===== config.mk =====
export PLATFORM = sky130hd
export DESIGN_NAME = spi_command_master
export DESIGN_NICKNAME = d
export VERILOG_FILES = /design/src/rtl/spi_command_master.sv
export SDC_FILE = /design/constraint.sdc
export NUM_CORES = 1
export LEC_CHECK = 0
export CORE_UTILIZATION = 50
export DETAILED_ROUTE_END_ITERATION = 10
export PLACE_DENSITY = 0.73
export SYNTH_ARGS = -nofsm -noshare
export SYNTH_HDL_FRONTEND = slang
export SYNTH_SLANG_ARGS = --single-unit

===== constraint.sdc =====
create_clock -name clock -period 7.3 [get_ports clock]
set_input_delay 1.46 -clock clock [delete_from_list [all_inputs] [get_ports clock]]
set_output_delay 1.46 -clock clock [all_outputs]
set_load 0.005 [all_outputs]

===== src/rtl/spi_command_master.sv =====
// rtl/spi_command_master.sv - queued SPI mode-0 command master; optional SPI_TRIGGER_AFTER_LAST_EN
module spi_command_master #(
  parameter int CLK_DIV         = 2,
  parameter int WORD_WIDTH      = 32,
  parameter int FIFO_DEPTH      = 4,
  parameter int FIFO_ADDR_WIDTH = 2
) (
  input  logic                  clock,
  input  logic                  reset_n,
  input  logic [WORD_WIDTH-1:0] cmd_data,
  input  logic                  cmd_valid,
`ifdef SPI_TRIGGER_AFTER_LAST_EN
  input  logic                  cmd_last,
  output logic                  control_trigger,
`endif
  output logic                  cmd_ready,
  output logic [WORD_WIDTH-1:0] rsp_data,
  output logic                  rsp_valid,
  output logic                  busy,
  output logic                  sclk,
  output logic                  mosi,
  output logic                  ss_n,
  input  logic                  miso,
  output logic                  latch_data
);

`ifdef SPI_TRIGGER_AFTER_LAST_EN
  localparam int LP_FW = WORD_WIDTH + 1;
`else
  localparam int LP_FW = WORD_WIDTH;
`endif
  localparam int LP_CW = (CLK_DIV > 1) ? $clog2(CLK_DIV) : 1;
  localparam int LP_BW = (WORD_WIDTH > 1) ? $clog2(WORD_WIDTH) : 1;
  localparam logic [LP_CW-1:0] LP_HALF = LP_CW'(CLK_DIV - 1);
  localparam logic [LP_BW-1:0] LP_LAST_BIT = LP_BW'(WORD_WIDTH - 1);
  localparam logic [FIFO_ADDR_WIDTH:0] LP_DEPTH = (FIFO_ADDR_WIDTH + 1)'(FIFO_DEPTH);

  typedef enum logic [2:0] {
    ST_IDLE,
    ST_SETUP,
    ST_HIGH,
    ST_LOW,
    ST_LATCH,
    ST_GAP
  } state_t;

  // command queue storage
  logic [LP_FW-1:0]           r_mem [FIFO_DEPTH];
  logic [FIFO_ADDR_WIDTH-1:0] r_wr_ptr;
  logic [FIFO_ADDR_WIDTH-1:0] r_rd_ptr;
  logic [FIFO_ADDR_WIDTH:0]   r_count;
  logic                       w_full;
  logic                       w_empty;
  logic                       w_push;
  logic                       w_pop;
  logic [LP_FW-1:0]           w_wr_word;
  logic [LP_FW-1:0]           w_rd_word;

  // shift engine state
  state_t                  r_state;
  state_t                  w_state_next;
  logic [LP_CW-1:0]        r_half_cnt;
  logic [LP_CW-1:0]        w_half_cnt_next;
  logic [LP_BW-1:0]        r_bit_cnt;
  logic [LP_BW-1:0]        w_bit_cnt_next;
  logic [WORD_WIDTH-1:0]   r_tx;
  logic [WORD_WIDTH-1:0]   w_tx_next;
  logic [WORD_WIDTH-1:0]   r_rx;
  logic [WORD_WIDTH-1:0]   w_rx_next;
  logic [WORD_WIDTH-1:0]   r_rsp_data;
  logic [WORD_WIDTH-1:0]   w_rsp_data_next;
  logic                    r_sclk;
  logic                    w_sclk_next;
  logic                    r_mosi;
  logic                    w_mosi_next;
  logic                    r_ss_n;
  logic                    w_ss_n_next;
  logic                    r_latch;
  logic                    w_latch_next;
  logic                    r_rsp_valid;
  logic                    w_rsp_valid_next;
  logic                    w_load;
`ifdef SPI_TRIGGER_AFTER_LAST_EN
  logic                    r_last;
  logic                    w_last_next;
  logic                    r_trigger;
  logic                    w_trigger_next;
`endif

`ifdef SPI_TRIGGER_AFTER_LAST_EN
  assign w_wr_word = {cmd_last, cmd_data};
`else
  assign w_wr_word = cmd_data;
`endif
  assign w_rd_word = r_mem[r_rd_ptr];
  assign w_full    = (r_count == LP_DEPTH);
  assign w_empty   = (r_count == '0);
  assign w_push    = cmd_valid && !w_full;
  assign cmd_ready = !w_full;

  // queue payload write; contents need no reset because the count gates reads
  always_ff @(posedge clock) begin
    if (w_push) begin
      r_mem[r_wr_ptr] <= w_wr_word;
    end
  end

  // queue pointers and occupancy; pointers wrap naturally at the power-of-2 depth
  always_ff @(posedge clock) begin
    if (!reset_n) begin
      r_wr_ptr <= '0;
      r_rd_ptr <= '0;
      r_count  <= '0;
    end else begin
      if (w_push) r_wr_ptr <= r_wr_ptr + 1'b1;
      if (w_pop)  r_rd_ptr <= r_rd_ptr + 1'b1;
      case ({w_push, w_pop})
        2'b10:   r_count <= r_count + 1'b1;
        2'b01:   r_count <= r_count - 1'b1;
        default: r_count <= r_count;
      endcase
    end
  end

  // next-state and next-output logic; GAP reloads directly so deselect is 1+CLK_DIV cycles
  always_comb begin
    w_state_next     = r_state;
    w_half_cnt_next  = r_half_cnt;
    w_bit_cnt_next   = r_bit_cnt;
    w_tx_next        = r_tx;
    w_rx_next        = r_rx;
    w_rsp_data_next  = r_rsp_data;
    w_sclk_next      = r_sclk;
    w_mosi_next      = r_mosi;
    w_ss_n_next      = r_ss_n;
    w_latch_next     = 1'b0;
    w_rsp_valid_next = 1'b0;
    w_load           = 1'b0;
    w_pop            = 1'b0;
`ifdef SPI_TRIGGER_AFTER_LAST_EN
    w_last_next      = r_last;
    w_trigger_next   = 1'b0;
`endif
    case (r_state)
      ST_IDLE: begin
        if (!w_empty) w_load = 1'b1;
      end
      ST_SETUP: begin
        if (r_half_cnt == '0) begin
          w_state_next    = ST_HIGH;
          w_half_cnt_next = LP_HALF;
          w_sclk_next     = 1'b1;
          w_rx_next       = {r_rx[WORD_WIDTH-2:0], miso};
        end else begin
          w_half_cnt_next = r_half_cnt - 1'b1;
        end
      end
      ST_HIGH: begin
        if (r_half_cnt == '0) begin
          w_state_next    = ST_LOW;
          w_half_cnt_next = LP_HALF;
          w_sclk_next     = 1'b0;
          if (r_bit_cnt != '0) begin
            w_mosi_next = r_tx[WORD_WIDTH-2];
            w_tx_next   = {r_tx[WORD_WIDTH-2:0], 1'b0};
          end
        end else begin
          w_half_cnt_next = r_half_cnt - 1'b1;
        end
      end
      ST_LOW: begin
        if (r_half_cnt == '0) begin
          if (r_bit_cnt != '0) begin
            w_state_next    = ST_HIGH;
            w_half_cnt_next = LP_HALF;
            w_bit_cnt_next  = r_bit_cnt - 1'b1;
            w_sclk_next     = 1'b1;
            w_rx_next       = {r_rx[WORD_WIDTH-2:0], miso};
          end else begin
            w_state_next     = ST_LATCH;
            w_ss_n_next      = 1'b1;
            w_mosi_next      = 1'b0;
            w_latch_next     = 1'b1;
            w_rsp_valid_next = 1'b1;
            w_rsp_data_next  = r_rx;
          end
        end else begin
          w_half_cnt_next = r_half_cnt - 1'b1;
        end
      end
      ST_LATCH: begin
        w_state_next    = ST_GAP;
        w_half_cnt_next = LP_HALF;
`ifdef SPI_TRIGGER_AFTER_LAST_EN
        w_trigger_next  = r_last;
`endif
      end
      ST_GAP: begin
        if (r_half_cnt == '0) begin
          if (!w_empty) w_load = 1'b1;
          else          w_state_next = ST_IDLE;
        end else begin
          w_half_cnt_next = r_half_cnt - 1'b1;
        end
      end
      default: begin
        w_state_next = ST_IDLE;
      end
    endcase
    if (w_load) begin
      w_pop           = 1'b1;
      w_state_next    = ST_SETUP;
      w_half_cnt_next = LP_HALF;
      w_bit_cnt_next  = LP_LAST_BIT;
      w_tx_next       = w_rd_word[WORD_WIDTH-1:0];
      w_mosi_next     = w_rd_word[WORD_WIDTH-1];
      w_rx_next       = '0;
      w_ss_n_next     = 1'b0;
      w_sclk_next     = 1'b0;
`ifdef SPI_TRIGGER_AFTER_LAST_EN
      w_last_next     = w_rd_word[WORD_WIDTH];
`endif
    end
  end

  // state and registered SPI/handshake outputs; reset aborts any word in flight
  always_ff @(posedge clock) begin
    if (!reset_n) begin
      r_state     <= ST_IDLE;
      r_half_cnt  <= '0;
      r_bit_cnt   <= '0;
      r_tx        <= '0;
      r_rx        <= '0;
      r_rsp_data  <= '0;
      r_sclk      <= 1'b0;
      r_mosi      <= 1'b0;
      r_ss_n      <= 1'b1;
      r_latch     <= 1'b0;
      r_rsp_valid <= 1'b0;
`ifdef SPI_TRIGGER_AFTER_LAST_EN
      r_last      <= 1'b0;
      r_trigger   <= 1'b0;
`endif
    end else begin
      r_state     <= w_state_next;
      r_half_cnt  <= w_half_cnt_next;
      r_bit_cnt   <= w_bit_cnt_next;
      r_tx        <= w_tx_next;
      r_rx        <= w_rx_next;
      r_rsp_data  <= w_rsp_data_next;
      r_sclk      <= w_sclk_next;
      r_mosi      <= w_mosi_next;
      r_ss_n      <= w_ss_n_next;
      r_latch     <= w_latch_next;
      r_rsp_valid <= w_rsp_valid_next;
`ifdef SPI_TRIGGER_AFTER_LAST_EN
      r_last      <= w_last_next;
      r_trigger   <= w_trigger_next;
`endif
    end
  end

  assign sclk       = r_sclk;
  assign mosi       = r_mosi;
  assign ss_n       = r_ss_n;
  assign latch_data = r_latch;
  assign rsp_valid  = r_rsp_valid;
  assign rsp_data   = r_rsp_data;
  assign busy       = !w_empty || (r_state != ST_IDLE);
`ifdef SPI_TRIGGER_AFTER_LAST_EN
  assign control_trigger = r_trigger;
`endif

endmodule


# Yosys cells after proc, flatten, opt, wreduce, memory -nomap -nowiden
# Memories as Yosys holds them, arrays and structs flattened. A register that Yosys moved wholly into a read port is not among the register bits.
# Cells that the tools add are included.
# W data, S select, Z words.
[totals]
ff_bits = 115
ram_bits = 128
in_bits = 36
output_inout_bits = 39
mem_count = 1
[op_classes]
addsub = 6
eq_ne = 24
mux = 51
n_bitwise = 5
reduce_logical = 28
[memory_table]
columns = ["memory", "depth", "word_bits", "rd", "rd_clocked_by_memory_dff", "write_ports", "line_no", "source"]
rows = [
  ["r_mem", 4, 32, 1, 1, 1, "48", "logic [LP_FW-1:0] r_mem [FIFO_DEPTH];"],
]
[op_table]
columns = ["operator", "n"]
rows = [
  ["$mux W31", 4],
  ["$mux W32", 3],
  ["$pmux W32 S2", 1],
  ["$mux W1", 25],
  ["$ne A3 B3 Y1 const B", 7],
  ["$mux W5", 4],
  ["$mux W3", 6],
  ["$pmux W3 S6", 1],
  ["$ne A2 B2 Y1 const B", 8],
  ["$reduce_and A3 Y1", 4],
  ["$reduce_and A6 Y1", 2],
  ["$reduce_and A5 Y1", 2],
  ["$reduce_bool A2 Y1", 5],
  ["$reduce_bool A5 Y1", 2],
  ["$eq A3 B3 Y1 const B", 3],
  ["$reduce_bool A3 Y1", 3],
  ["$eq A3 B2 Y1 const B", 2],
  ["$logic_not A3 Y1", 2],
  ["$pmux W3 S2", 1],
  ["$not A1 Y1", 5],
  ["$sub A5 B1 Y5 const B", 1],
  ["$add A2 B1 Y2 const B", 2],
  ["$mux W2", 2],
  ["$pmux W1 S2", 2],
  ["15 further kinds", 17],
]

# Depth between registers and ports, before layout
# Gate-level depths: netlist of the first run.
[logic_depth]
ltp_word = 7
mapped_depth = 12
ltp_nobuf = 9

# Worst setup path after synthesis of the first run
# OpenSTA, ideal clock, no wires.
[synth_timing]
kind = "input-to-reg"
startpoint = "input cmd_valid"
endpoint = "register r_count[2]"
arrival_time_ns = 2.838
t_required_ns = 7.224
slack_ns = 4.387
path_stages = 8
path_buffers = 0
path_cell_list = "and2_1 > inv_1 > ha_1 > inv_1 > fa_1 > xor2_1 > or3_1 > a21boi_0"
[synth_via]
elab_chain_cells = 3
word_cells_on_any_way = 5
classes_between = "eq/ne: 2; mux: 1; reduce/logical: 2"
[synth_lines]
columns = ["item", "line_no", "source"]
rows = [
  ["from (decl)", "11", "input logic cmd_valid,"],
  ["$logic_and A1 B1 Y1 (*)", "98", "assign w_push = cmd_valid && !w_full;"],
  ["$eq A2 B1 Y1 or $eq A2 B2 Y1 (tied branches)", "117", "case ({w_push, w_pop})"],
  ["$pmux W3 S2 or $reduce_bool A2 Y1 (tied branches)", "n/a", ""],
  ["to (signal assigned)", "118", "2'b10: r_count <= r_count + 1'b1;"],
  ["to (signal assigned)", "119", "2'b01: r_count <= r_count - 1'b1;"],
  ["to (signal assigned)", "120", "default: r_count <= r_count;"],
  ["to (decl)", "51", "logic [FIFO_ADDR_WIDTH:0] r_count;"],
]
# Every way passes the cells marked *; elsewhere a longest branch is shown, timed or not.
# A chain may end at the register's enable or synchronous reset.

# Final worst setup path of the first run
[layout_timing]
startpoint = "register r_count[1]"
endpoint = "output busy"
[layout_via]
elab_chain_cells = 3
[layout_lines]
columns = ["item", "line_no", "source"]
rows = [
  ["$logic_not A3 Y1", "97", "assign w_empty = (r_count == '0);"],
  ["$logic_not A1 Y1", "269", "assign busy = !w_empty || (r_state != ST_IDLE);"],
  ["$logic_or A1 B1 Y1", "269", ""],
  ["to (decl)", "19", "output logic busy,"],
]
# Every way passes these cells.

==> flow_summary.toml, run 1 <==
[route]
drtAntennaViolNets = 0
dr.pass1.iters = 4
post-route-drc-count = 0
drt_wl_total_um = 17000
wl_per_cell_um = 16.99
vias = 5552
first_iter_violations = 354
vias_per_cell = 5.546

[global_routing]
grt.total_usage_pct = 17.70
grt.overflow.total = 0
grt_pass1_vias = 5541
antenna_found_initial = 0
grt_start_max_net_pins = 84
grt_pass1_wl_um = 27730

[job]
cap_violations = 0

[clocking]
clock_latency_ns = 0.52
cts.clk_slew.worst_paths_ns = 0.06
tritoncts = "built"
cts_resized = 0
clockRootBuffer = "clkbuf_16"
post_cts_buffers = 0
cts_made_buffers = 24
cts_hold_buf = 0
cts_buffer_depth = 3
clock_tree.htree_level_count = 1
cts.sinks = 245

[floorplan]
initial_utilization_pct = 50.95
ios = 75
die_y_um = 140.1
core_area_sq_um = 18710
die_w_um = 140.1
design.die.area_sq_um = 19620
row_count = 50

[synth]
syn_area_sq_um = 9530
synth_fa_ha_area_share_pct = 1.129
synth_xor_area_share_pct = 0.6433
syn_inst = 690
yosys_warnings = 0
synth_ff_type = "edfxtp_1"
synth.ff_latch_count = 245
synth_nets = 734
yosys.area_share.simple_pct = 8.560
synth_top_family_by_area = "multiplexers"
yosysSeqAreaShare_pct = 64.91
synthMuxAreaShare_pct = 11.04
synth_compound_area_share_pct = 9.886
synth_cell_type_count = 49
synthArstFlopShare_pct = 0
syn_avg_cell_area_sq_um = 13.81
synth_edf_count = 128

[finish]
antenna_cells = 0
drive_gt1_share_pct = 11.86
fin_util_pct = 59.29
final_nets = 793
area_growth_pct = 16.37

[placed_design]
hpwl_um = 9969
io_buffers = 74
place_congestion = 0.7991

[sta]
tightest_slew_ns = 1.160
skew_ns = 0.02425
fmax_ghz = 0.2811
finalSetupViolations = 0
rsz0062_at_grt = "false"
setup_tns_ns = 0
hold_viol = 0
finalMaxSlewViolations = 0
slew_headroom_pct = 22.65
min_period_ns = 3.558
min_period_over_period_pct = 48.74

[critical_path]
endpoint_kind = "output port"
cp_max_fo = 5
startpoint_type = "register"
crit_chain = "or3_1 > nor3_1 > inv_1 > clkdlybuf4s50_1"
critPathSlowestCell = "or3_1"
ff2ff_path_depth = 9
slowest_delay_ns = 0.46
crit_required_ns = 5.84
critical_path_class = "register to output port"
cp.arrival_ns = 2.10

[pwr]
power.leakage_nw = 3.652
vdd_ir_drop_max_v = 0.0002822
power.density_nw_per_um2 = 351.7

[outcome]
status = "finished, final reports clean"

[hold_path]
hp-class = "register to register"
holdPathStages = 2
==> cell families after synthesis <==
logic type | after synthesis
buffers and inverters | 64
xor gates and xnor gates | 7
adders and majority gates | 8
AOI/OAI and AO/OA | 128
muxes | 65
DFF | 245
and+or+nand+nor | 173
==> worst max-delay path, delay by kind of cell, from the launching register on <==
family | cells | cell delay, ns
simple gates | 2 | 0.69
buf+inv | 2 | 0.57
flops | 1 | 0.34
==> per-layer routing <==
layer  vias to the layer above  track usage, %  wire length, um
met3                        29           2.769              709
li1                       2654               -                -
met2                       147           31.34             8499
met5                         -               0                0
met1                      2722           22.61             7464
met4                         0           4.743              329
==> cells in the final DEF, fill, tap and decap left out, drive strengths merged, types with 12 or more instances in the layout <==
cell	instances
mux4	32
a22oi	29
clkbuf	30
a21boi	69
clkdlybuf4s50	73
nand3	30
nand2	76
mux2i	32
nor2	35
dfxtp	117
clkinv	12
edfxtp	128
inv	14
==> synth_stat cells, types with 15 or more instances <==
library cell | number | area (sq um)
edfxtp_1 | 128 | 3844
dfxtp_1 | 117 | 2342
nand2_1 | 75 | 281.5
a21boi_1 | 40 | 300.3
nor2_1 | 35 | 131.4
mux2i_1 | 32 | 320.3
mux4_2 | 32 | 720.7
nand3_1 | 30 | 150.1
a21boi_0 | 29 | 217.7
a22oi_1 | 29 | 217.7
buf_2 | 18 | 90.09
clkbuf_1 | 15 | 56.30
==> final cells by class <==
cell class,instances,area [sq um]
fill,1409,7615
inverter,14,53.80
sequential,245,6188
clock buffer,30,643.1
clock inverter,14,130.1
multi-input combinational,381,2979
timing repair buffer,83,803.3
tap,234,292.8
==> worst paths after layout <==
path | start | to | slack, ns
worst min register to register | rsp_data[23] | rsp_data[23] | 0.45
worst max register to register | r_state[2] | r_count[1] | 4.10
worst min-delay path | rsp_data[23] | rsp_data[23] | 0.45
worst max-delay path | r_count[1] | busy | 3.74
==> through the flow <==
stage | power [mW] | std cells | cell area (sq um) | worst slack (ns) | hold WS, ns
floorplan | 2.539 | 690 | 9530 | 4.387 | 0.4304
CTS | 3.941 | 1001 | 11090 | 3.748 | 0.4568
global route | 4.105 | 1001 | 11090 | 3.654 | 0.4756
global placement | 2.684 | 957 | 10320 | 3.859 | 0.4425
finish | 3.901 | 1001 | 11090 | 3.742 | 0.4520
detailed placement | 2.736 | 957 | 10320 | 3.770 | 0.4481
==> sequential cells by signal, indices dropped and copies added, names as in the netlist, named ones only <==
| register | cells |
|---|---|
| rsp_data | 32 |
| sclk | 1 |
| ss_n | 1 |
| r_rx | 32 |
| rsp_valid | 1 |
| r_wr_ptr | 2 |
| r_tx | 31 |
| r_count | 3 |
| mosi | 1 |
| r_state | 3 |
| r_bit_cnt | 5 |
| r_half_cnt | 1 |
| r_rd_ptr | 2 |
| r_mem | 128 |
==> where the power goes <==
group,total [mW],switching (mW),leakage (nW),internal [mW]
Combinational,0.909,0.514,1.14,0.395
Clock,1.19,0.496,0.384,0.697
Sequential,1.80,0.128,2.13,1.67
Total,3.90,1.14,3.65,2.76
(Power assumes the default switching activity.)
==> run 2: changes to the inputs <==
- clock period: 7.3 -> 3.6 ns (I/O delays scaled with it)
==> run 2 against run 1 <==
- flip-flop and latch count unchanged
- sequential share of layout area about the same
- clock-buffer cell count is 3 higher
- largest power group unchanged
- power rose by 100%
==> flow_summary.toml, run 2 (synthesized netlist as in run 1, its figures left out) <==
[outcome]
status = "finished, final reports clean"

[pwr]
p_total_mw = 7.870
power.leakage_nw = 3.647
vdd_ir_drop_max_v = 0.0005022
power.density_nw_per_um2 = 709.8

[sta]
min_period_ns = 2.972
tightest_slew_ns = 1.061
finalSetupViolations = 0
rsz0062_at_grt = "false"
skew_ns = 0.02024
hold_slack_ns = 0.4506
fmax_ghz = 0.3365
min_period_over_period_pct = 82.54
setup_tns_ns = 0
finalMaxSlewViolations = 0
hold_viol = 0
slew_headroom_pct = 29.11

[finish]
area_growth_pct = 16.33
largest_reg_flops = 128
final_cell_mix = "128 x edfxtp_1, 115 x dfxtp_1, 75 x nand2_1"
finish.instance_area_sq_um = 11090
antenna_cells = 0
regMostFlops = "r_mem"
layout_commonest_cell = "edfxtp_1"
final_nets = 795
drive_gt1_share_pct = 11.96

[route]
drtAntennaViolNets = 0
vias_per_cell = 5.530
dr.pass1.iters = 5
drt_wl_total_um = 17220
vias = 5547
wl_per_cell_um = 17.17
post-route-drc-count = 0
first_iter_violations = 257

[global_routing]
grt_pass1_wl_um = 28250
grt_pass1_vias = 5656
grt_start_max_net_pins = 83
grt.total_usage_pct = 18.13
grt.overflow.total = 0
antenna_found_initial = 1

[clocking]
cts_hold_buf = 0
cts_made_buffers = 24
cts.clk_slew.worst_paths_ns = 0.06
cts.sinks = 245
post_cts_buffers = 0
tritoncts = "built"
cts_resized = 0
cts_buffer_depth = 3
clock_tree.htree_level_count = 1
clockRootBuffer = "clkbuf_16"
clock_latency_ns = 0.52

[critical_path]
cp_max_fo = 34
crit_required_ns = 4.02
cp.arrival_ns = 3.39
startpoint_type = "register"
r2r_slack_ns = 0.63
critical_path_class = "register to register"
endpoint_kind = "register"

[placed_design]
dpl-instance-area_sq_um = 10330
place_congestion = 0.7626
io_buffers = 74
hpwl_um = 10220

[floorplan]
core_area_sq_um = 18710
die_w_um = 140.1
row_count = 50
design.die.area_sq_um = 19620
die_y_um = 140.1
ios = 75
initial_utilization_pct = 50.95

[job]
cap_violations = 0

[hold_path]
hp-class = "register to register"
[run 2: cell count changes in the layout (fill, tap and decap cells not counted), sizes merged]
| cell | delta |
|---|---|
| clkbuf | +3 |
| buf | +2 |
| clkinv | -2 |
| bufinv | -1 |
| clkinvlp | +1 |
| inv | -1 |
[run 2: stage by stage]
| stage | std cells | util, % | setup slack, ns |
|---|---|---|---|
| floorplan | 690 | - | 1.086 |
| global placement | 959 | 55.24 | 0.9030 |
| detailed placement | 959 | 55.24 | 0.6546 |
| CTS | 1003 | 59.27 | 0.6197 |
| global route | 1003 | 59.27 | 0.4246 |
| finish | 1003 | 59.27 | 0.6284 |
[run 2: cell type report]
cell class | instances | area [sq um]
Timing Repair Buffer | 85 | 818.3
Multi-Input combinational cell | 381 | 2979
Inverter | 14 | 53.80
Clock inverter | 11 | 90.09
Sequential cell | 245 | 6188
Tap cell | 234 | 292.8
Clock buffer | 33 | 664.4
Fill cell | 1425 | 7619
[run 2: worst max-delay path: stages (launching register included)]
cell,delay [ns]
dfxtp_1,0.58
nand3b_1,0.18
a211o_1,0.36
clkinv_2,0.37
ha_1,0.28
inv_1,0.07
fa_1,0.37
xor2_1,0.16
or3_1,0.31
a21boi_0,0.21
[run 2: final timing paths]
kind                                   start            to  cells after the start
worst max-delay path              r_state[2]    r_count[2]                      9
worst min-delay path            rsp_data[24]  rsp_data[24]                      2
worst max register to register    r_state[2]    r_count[2]                      9
worst min register to register  rsp_data[24]  rsp_data[24]                      2
[run 2: routing by layer]
layer	wire [um]	global-route usage, %	vias up	part of all wire, %
met3	707	3.043	31	4.1
met4	383	5.552	0	2.2
met1	7349	22.45	2710	43
met5	0	0	-	0
li1	-	-	2658	-
met2	8777	32.45	148	51
[run 2: power breakdown]
part | switching (mW) | internal [mW] | total [mW]
registers | 0.280 | 3.39 | 3.67
clock network | 0.988 | 1.36 | 2.35
logic | 1.04 | 0.807 | 1.85
==> variant, RTL diff (config.mk and constraints of run 2) <==
Encoding of `state_t`: now one-hot (6 bits for 6 states).
--- a/src/rtl/spi_command_master.sv
+++ b/src/rtl/spi_command_master.sv
@@ -36,11 +36,11 @@
   localparam logic [FIFO_ADDR_WIDTH:0] LP_DEPTH = (FIFO_ADDR_WIDTH + 1)'(FIFO_DEPTH);
 
-  typedef enum logic [2:0] {
-    ST_IDLE,
-    ST_SETUP,
-    ST_HIGH,
-    ST_LOW,
-    ST_LATCH,
-    ST_GAP
+  typedef enum logic [5:0] {
+    ST_IDLE  = 6'b000001,
+    ST_SETUP = 6'b000010,
+    ST_HIGH  = 6'b000100,
+    ST_LOW   = 6'b001000,
+    ST_LATCH = 6'b010000,
+    ST_GAP   = 6'b100000
   } state_t;
 
Formal check against the unedited RTL: no difference found for any inputs over 10 cycles, from zero or initial values and one cycle with reset_n low; not proved beyond that.
==> variant against run 2 <==
Area after synthesis grew 5.3%. Sequential cell count rose by 3. Die area is 5.2% higher. Largest cell class unchanged. Critical path type is now reg -> out. Core utilization up 1.2 points. Final area up 6.9%. Setup slack better by 0.043 ns. Routed wire length is 17% higher. Total power rose by 10%.
==> variant: results (changes against run 2) <==
.. list-table::
   :header-rows: 1

   * - Metric
     - Value
   * - Run status
     - finished, final reports clean
   * - Instance area after placement
     - 10900 um^2 (+6.0%)
   * - Total Nets Final
     - 877 (+10%)
   * - Worst vdd rail ir drop
     - 0.449 mV (-11%)
   * - Met3 routed wirelength
     - 977 um (+38%)
   * - Final routed wire length divided by cell count
     - 18.0 um (+4.9%)
   * - Source-to-sink clock delay at the later pin of the worst-skew pair
     - 0.54 ns (+0.02 ns)
   * - Endpoint arrival time on the critical path
     - 2.21 ns (-1.18 ns)
   * - Max-slew headroom
     - 30.3% (+1.2 points)
   * - Crit-path leading delay family
     - buffers and inverters
   * - Global-route wire length before repair
     - 32700 um (+16%)
   * - CTS Buf Count
     - 27 (+13%)
   * - Number of vias in the routed layout
     - 6659 (+20%)
   * - Largest stage delay, worst path
     - 0.50 ns (-0.08 ns)
   * - Detail-routed via count per cell
     - 5.95 (+7.6%)
   * - Maximum clock skew at final layout
     - 0.00867 ns (-0.0116 ns)
   * - Number of placed instances, taps included
     - 1069 (+11%)
   * - Share of cells above drive strength 1
     - 12.9% (+0.92 points)
   * - Number of global-route vias before repair
     - 6516 (+15%)
   * - Half-perimeter wire length after detailed placement
     - 12300 um (+21%)
   * - Number of distinct library cells after synthesis
     - 59 (+20%)
   * - Number of antenna violations at the first check in global routing
     - 0 (-1)
   * - Number of DRC markers in iteration 0
     - 512 (+99%)
   * - Worst-path fanout max
     - 39 (+15%)
   * - Standard cell with the maximum stage delay on the critical path
     - sky130_fd_sc_hd__clkdlybuf4s50_1
   * - Top post-synthesis cells by count
     - sky130_fd_sc_hd__edfxtp_1, sky130_fd_sc_hd__dfxtp_1, sky130_fd_sc_hd__a21oi_1
   * - Detailed route wirelength on metal2
     - 10100 um (+16%)
   * - Static leakage
     - 0.00376 uW (+3.1%)
   * - Routed metal-1 wirelength
     - 8480 um (+15%)
   * - Worst setup timing slack at the placement stage
     - 0.748 ns (+0.0939 ns)
   * - Routability-driven placement congestion ratio
     - 0.805 (+5.6%)
   * - Synth top area cells
     - sky130_fd_sc_hd__edfxtp_1, sky130_fd_sc_hd__dfxtp_1, sky130_fd_sc_hd__mux4_2
   * - Cells after Synth
     - 779 (+13%)
   * - Global routing usage summed across all routing layers
     - 20.1% (+2.0 points)
   * - Portion of the post-synthesis area used by sequential elements
     - 62.3% (-2.6 points)
   * - Number of nets in the synthesized netlist
     - 823 (+12%)
## variant: kinds of logic after synthesis
logic type	share of synthesized area (%)
compound gates	13.0
flops	62.3
simple gates	8.96
mux	10.6
fa+ha+maj	1.07
buf+inv	3.55
xor+xnor	0.611
## variant: metal layers
| layer | vias to the layer above | global-route usage [%] |
|---|---|---|
| met5 | - | 0 |
| met4 | 0 | 6.94 |
| met3 | 52 | 2.90 |
| met2 | 227 | 34.8 |
| met1 | 3282 | 25.8 |
| li1 | 3098 | - |
## variant: final timing paths
path | slack, ns | to | from | cells past startpoint
hold / removal | 0.46 | rsp_data[8] | rsp_data[8] | 2
setup reg to reg | 0.82 | r_count[2] | r_state[2] | 10
setup / recovery | 0.67 | busy | r_count[0] | 4
hold reg to reg | 0.46 | rsp_data[8] | rsp_data[8] | 2
## variant: worst register-to-register path: stages (launching register included)
cell and delay, ns:
sky130_fd_sc_hd__dfxtp_1 0.48, sky130_fd_sc_hd__nor4_4 0.39, sky130_fd_sc_hd__o21a_1 0.19, sky130_fd_sc_hd__nand2_1 0.13, sky130_fd_sc_hd__inv_1 0.18, sky130_fd_sc_hd__ha_1 0.21
sky130_fd_sc_hd__inv_1 0.06, sky130_fd_sc_hd__fa_1 0.38, sky130_fd_sc_hd__xor2_1 0.18, sky130_fd_sc_hd__or3_1 0.33, sky130_fd_sc_hd__a21oi_1 0.18
## variant: where the power goes
part	internal (uW)	switching [uW]
clock network	1620	1110
registers	3390	265
logic	878	1420
## variant: cell type report
class                      instances  area (um^2)
clock buffer                      38          790
multi-input combinational        451         3440
inverter                          11         41.3
sequential                       248         6250
tap                              265          332
timing repair buffer              94          886
fill                            1542         7740
clock inverter                    12          111
